File: src/rtl/sram_mem_access.sv
// sram_mem_access
// MEM-stage data-memory access controller. A 32-bit load or store from the
// EXE/MEM register is carried out as two 16-bit half-word transactions on an
// external asynchronous SRAM: low half first, then high half. Each phase lasts
// WAIT_CYCLES+1 cycles. The write strobe is held low for all but the last
// cycle of a phase, so address and data stay stable on both sides of the
// strobe.
//
// Ports
//   clk          rising-edge clock
//   rst          asynchronous reset, active-low
//   mem_r_en     load request
//   mem_w_en     store request (wins if both enables are set)
//   alu_res      byte address
//   val_rm       store data
//   ready        1 = pipeline may advance this cycle
//   res_data     load result, valid only in the DONE cycle (0 otherwise)
//   sram_addr    half-word address
//   sram_dq_out  write data
//   sram_dq_in   read data
//   sram_dq_oe   1 = drive sram_dq_out onto the bus
//   sram_we_n    write strobe, active-low
//   sram_oe_n    output enable, active-low
module sram_mem_access #(
  parameter int WORD_WIDTH      = 32,
  parameter int SRAM_ADDR_WIDTH = 18,
  parameter int SRAM_DATA_WIDTH = 16,
  parameter int BASE_ADDR       = 1024,
  parameter int WAIT_CYCLES     = 1
) (
  input  logic                       clk,
  input  logic                       rst,
  input  logic                       mem_r_en,
  input  logic                       mem_w_en,
  input  logic [WORD_WIDTH-1:0]      alu_res,
  input  logic [WORD_WIDTH-1:0]      val_rm,
  output logic                       ready,
  output logic [WORD_WIDTH-1:0]      res_data,
  output logic [SRAM_ADDR_WIDTH-1:0] sram_addr,
  output logic [SRAM_DATA_WIDTH-1:0] sram_dq_out,
  input  logic [SRAM_DATA_WIDTH-1:0] sram_dq_in,
  output logic                       sram_dq_oe,
  output logic                       sram_we_n,
  output logic                       sram_oe_n
);

  localparam int CNT_W = (WAIT_CYCLES < 1) ? 1 : $clog2(WAIT_CYCLES + 1);
  localparam logic [CNT_W-1:0] CNT_LOAD = CNT_W'(WAIT_CYCLES);

  typedef enum logic [1:0] {S_IDLE, S_LO, S_HI, S_DONE} state_t;

  state_t                       state;
  logic                         op_load;
  logic [SRAM_ADDR_WIDTH-2:0]   widx_q;
  logic [SRAM_DATA_WIDTH-1:0]   wdata_hi_q;
  logic [CNT_W-1:0]             cnt;
  logic [SRAM_DATA_WIDTH-1:0]   lo;
  logic [SRAM_DATA_WIDTH-1:0]   hi;

  logic                         req;
  logic [WORD_WIDTH-1:0]        off;
  logic [SRAM_ADDR_WIDTH-2:0]   word_idx;
  logic                         unused_bits;

  assign req = mem_r_en | mem_w_en;

  // Byte offset from the SRAM window base, wrapping modulo 2^32; only the
  // word-index bits that fit the SRAM address survive.
  assign off         = {alu_res[WORD_WIDTH-1:2], 2'b00} - WORD_WIDTH'(BASE_ADDR);
  assign word_idx    = off[SRAM_ADDR_WIDTH:2];
  assign unused_bits = ^{off[WORD_WIDTH-1:SRAM_ADDR_WIDTH+1], off[1:0], alu_res[1:0]};

  assign ready    = ~req | (state == S_DONE);
  assign res_data = (state == S_DONE && op_load) ? {hi, lo} : '0;

  always_ff @(posedge clk or negedge rst) begin
    if (!rst) begin
      state       <= S_IDLE;
      op_load     <= 1'b0;
      widx_q      <= '0;
      wdata_hi_q  <= '0;
      cnt         <= '0;
      lo          <= '0;
      hi          <= '0;
      sram_addr   <= '0;
      sram_dq_out <= '0;
      sram_dq_oe  <= 1'b0;
      sram_we_n   <= 1'b1;
      sram_oe_n   <= 1'b1;
    end else begin
      case (state)
        S_IDLE: begin
          if (req) begin
            // Strobes for the LO phase are set up here so they are registered
            // and valid from the first LO cycle.
            op_load     <= mem_r_en & ~mem_w_en;
            widx_q      <= word_idx;
            wdata_hi_q  <= val_rm[WORD_WIDTH-1:SRAM_DATA_WIDTH];
            cnt         <= CNT_LOAD;
            state       <= S_LO;
            sram_addr   <= {word_idx, 1'b0};
            sram_dq_out <= val_rm[SRAM_DATA_WIDTH-1:0];
            sram_dq_oe  <= mem_w_en;
            sram_we_n   <= ~mem_w_en;
            sram_oe_n   <= ~(mem_r_en & ~mem_w_en);
          end
        end
        S_LO: begin
          if (cnt == '0) begin
            if (op_load) lo <= sram_dq_in;
            cnt         <= CNT_LOAD;
            state       <= S_HI;
            sram_addr   <= {widx_q, 1'b1};
            sram_dq_out <= wdata_hi_q;
            sram_we_n   <= op_load;
          end else begin
            cnt <= cnt - CNT_W'(1);
            // Release the write strobe one cycle before the phase ends.
            if (cnt == CNT_W'(1)) sram_we_n <= 1'b1;
          end
        end
        S_HI: begin
          if (cnt == '0) begin
            if (op_load) hi <= sram_dq_in;
            state      <= S_DONE;
            sram_dq_oe <= 1'b0;
            sram_we_n  <= 1'b1;
            sram_oe_n  <= 1'b1;
          end else begin
            cnt <= cnt - CNT_W'(1);
            if (cnt == CNT_W'(1)) sram_we_n <= 1'b1;
          end
        end
        S_DONE: begin
          state <= S_IDLE;
        end
        default: begin
          state <= S_IDLE;
        end
      endcase
    end
  end

endmodule

File: config.mk
export PLATFORM = sky130hd
export DESIGN_NAME = sram_mem_access
export DESIGN_NICKNAME = d
export VERILOG_FILES = /design/src/rtl/sram_mem_access.sv
export SDC_FILE = /design/constraint.sdc
export NUM_CORES = 1
export LEC_CHECK = 0
export ABC_AREA = 1
export BUFFER_PORTS_ARGS = -buffer_cell sky130_fd_sc_hd__buf_4
export CORE_UTILIZATION = 45
export DETAILED_ROUTE_END_ITERATION = 12
export PLACE_DENSITY = 0.84
export RECOVER_POWER = 50
export SETUP_SLACK_MARGIN = 0.2
export SYNTH_ARGS = -nofsm -noshare
export SYNTH_HDL_FRONTEND = slang
export SYNTH_SLANG_ARGS = --single-unit
File: constraint.sdc
create_clock -name clk -period 2.8 [get_ports clk]
set_input_delay 0 -clock clk [delete_from_list [all_inputs] [get_ports clk]]
set_output_delay 0 -clock clk [all_outputs]
set_load 0.05 [all_outputs]
==> impl_metrics.csv <==
group,metric,value,unit
clocking,clockRootBuffer,"clkbuf_8",
sta,skew,0.0114,ns
worst_setup_path,end_kind,"register",
sta,setup_tns,0,ns
clocking,numCtsBuffers,9,
power_and_ir_drop,ir_drop,613,uV
synth,avgSynthCellArea,7.54,um^2
sta,finalHoldViolCount,0,
cells_and_area,layout.nets,936,
min_path,holdPathStages,4,
placement,dp_hpwl,7680,um
synth,synth_nets,742,
sta,setup_viol,0,
drt,drt_first_pass_iters,5,
global_route,antenna_found_initial,0,
cells_and_area,final_common_cell,"nand2_1",
power_and_ir_drop,powerDensity,1120,nW/um^2
global_route,grt_max_degree,57,
clocking,clock_sinks,106,
clocking,cts_resized,0,
die,initial_utilization,47.0,%
sta,worstMarginPinSlew,1.26,ns
die,dieWidth,107,um
drt,vias,4604,
sta,rsz0062_at_grt,"no",
worst_setup_path,start_kind,"register",
drt,drt-wirelength-per-cell,13.0,um
placement,place_ws,0.581,ns
die,row_count,37,
drt,drt_iter0_drc,310,
drt,drcViolationCount,0,
worst_setup_path,criticalPathCategory,"register to register",
cells_and_area,fin_util,65.1,%
die,core,10500,um^2
min_path,hold_path_class,"primary input to register",
synth,synth_top_area_share,52.9,%
synth,synth_cell_types,21,
flow_run,max_cap_viol_count,0,
worst_setup_path,reg2reg_depth,10,
synth,seq_area_frac_synth,54.0,%
clocking,cts_buffer_depth,2,
synth,yosys_register_bits,106,
clocking,htreeDepth,3,
worst_setup_path,r2r_end,"sram_dq_out[8]$_DFFE_PN0P_",
placement,port_buffers,138,
synth,synth_area_leader_cell,"dfrtp_1",
clocking,cts_tree,"built",
drt,ant_nets,0,
global_route,grt_pass1_vias,4393,
synth,ys_warn_count,0,
placement,gp_congestion,0.823,
drt,viasPerCell,4.66,
die,io-pin-count,154,
worst_setup_path,cp-endpoint,"sram_dq_out[8]$_DFFE_PN0P_",
worst_setup_path,critical_path.startpoint,"state[1]$_DFFE_PN0P_",
cells_and_area,drive_gt1_share,16.0,%
power_and_ir_drop,power_leakage,0.00374,uW
cells_and_area,area_delta_synth_final,38.4,%
sta,worst_slack,0.578,ns
sta,relSlewSlack,16.1,%
die,die_h,107,um
global_route,grt_remaining_overflow,0,
clocking,clk_pin_slew,0.10,ns
drt,finalWirelength,12800,um
global_route,grt_use_total,23.0,%
sta,fmax,450,MHz
synth,syn_area,4920,um^2
worst_setup_path,cp_max_fo,27,
synth,synthTopCellsByArea,"dfrtp_1 53%, nand2_1 21%, o21ai_0 6.5%, inv_1 5.7%, nor2_1 4.6%",
sta,final.min_clock_period,2.22,ns
clocking,insertion_delay,0.36,ns
worst_setup_path,r2r_slack,0.58,ns
cells_and_area,final_cell_mix,"281 x nand2_1, 109 x buf_4, 104 x dfrtp_1",
die,die_area,11300,um^2
run_status,outcome,"completed",
worst_setup_path,arrival,2.51,ns
cells_and_area,diodes,0,
global_route,grt_pass1_wl,20600,um
sta,final_max_slew_viol_count,0,
worst_setup_path,required,3.09,ns
worst_setup_path,r2r_start,"state[1]$_DFFE_PN0P_",
synth,syn-instance-count,652,
sta,fin_crit_sh,79.3,%
-- sequential cells by signal, indices dropped and copies added, names as in the netlist --
name	cells
sram_addr	18
op_load	1
widx_q	17
lo	16
sram_oe_n	1
cnt	1
sram_dq_out	16
hi	16
wdata_hi_q	16
sram_we_n	1
sram_dq_oe	1
state	2
-- critical path: stages (launching register included) --
cell and delay [ns]:
dfrtp_1 0.38, inv_1 0.09, ha_1 0.20, buf_4 0.19, nand2_1 0.10, inv_1 0.06
a21oi_2 0.11, nand2_2 0.30, inv_2 0.51, nand2_1 0.09, nand2_1 0.10
-- power breakdown --
part | internal, uW | leakage [uW] | switching (uW)
registers | 2320 | 0.00129 | 418
clock network | 466 | 0.0000982 | 527
logic | 1060 | 0.00236 | 2830
total | 3840 | 0.00374 | 3780
-- layer usage --
| layer | part of all wire, % | track usage [%] |
|---|---|---|
| met5 | 0 | 0 |
| met4 | 1.7 | 6.65 |
| met3 | 4.1 | 3.00 |
| met2 | 51 | 41.6 |
| met1 | 43 | 28.5 |
-- layout make-up --
| class | instances | area, um^2 |
|---|---|---|
| well taps | 136 | 170 |
| clock inverters | 5 | 61.3 |
| repair buffers | 211 | 1630 |
| clock buffers | 11 | 151 |
| flip-flops and latches | 106 | 2660 |
| fillers | 930 | 3650 |
| inverters | 78 | 293 |
| multi-input cells | 440 | 1850 |
-- Yosys cell counts --
cell type  count
nand3_1       16
ha_1           6
nor2_1        60
buf_2         10
inv_1         75
buf_4          2
o211ai_1       2
clkbuf_1      16
xor2_1         1
a31oi_1        4
nand2_2        1
or2_2          1
nand2_1      281
a21oi_1        1
o21ai_0       64
dfstp_2        2
inv_2          3
o21ai_1        1
a21oi_2        1
dfrtp_1      104
o21ai_2        1
-- how the worst min path moves through the flow --
| stage | startpoint | endpoint | slack [ns] |
|---|---|---|---|
| after floorplan | rst | cnt$_DFFE_PN0P_ | -0.30 |
| after global placement | rst | hi[1]$_DFFE_PN0P_ | 0.08 |
| after detailed placement | rst | hi[1]$_DFFE_PN0P_ | 0.08 |
| after CTS | alu_res[12] | widx_q[10]$_DFFE_PN0P_ | 0.02 |
| after global routing | alu_res[12] | widx_q[10]$_DFFE_PN0P_ | 0.03 |
| final | alu_res[12] | widx_q[10]$_DFFE_PN0P_ | 0.03 |
-- logic make-up after synthesis --
logic type,Yosys count,synth area share (%)
and+or+nand+nor,359,27.9
buffers and inverters,106,8.50
DFF,106,54.0
AOI/OAI and AO/OA,74,7.89
adders and majority gates,6,1.53
xor gates and xnor gates,1,0.178
-- stage by stage --
stage / power [uW] / hold WS (ns) / std cells / cell area (um^2)
2_1_floorplan: 5630 / -0.296 / 652 / 4920
3_3_place_gp: 6650 / 0.0801 / 906 / 6080
3_5_place_dp: 6770 / 0.0750 / 906 / 6080
4_1_cts: 7850 / 0.0214 / 987 / 6940
5_1_grt: 8230 / 0.0309 / 987 / 6810
6_report: 7620 / 0.0329 / 987 / 6810
-- timing repair --
| item | CTS | global route |
|---|---|---|
| setup buffers | 0 | 0 |
| hold buffers | 65 | 0 |
| hold endpoints to repair | 134 | 0 |
Power figures use the tool's default switching activity.
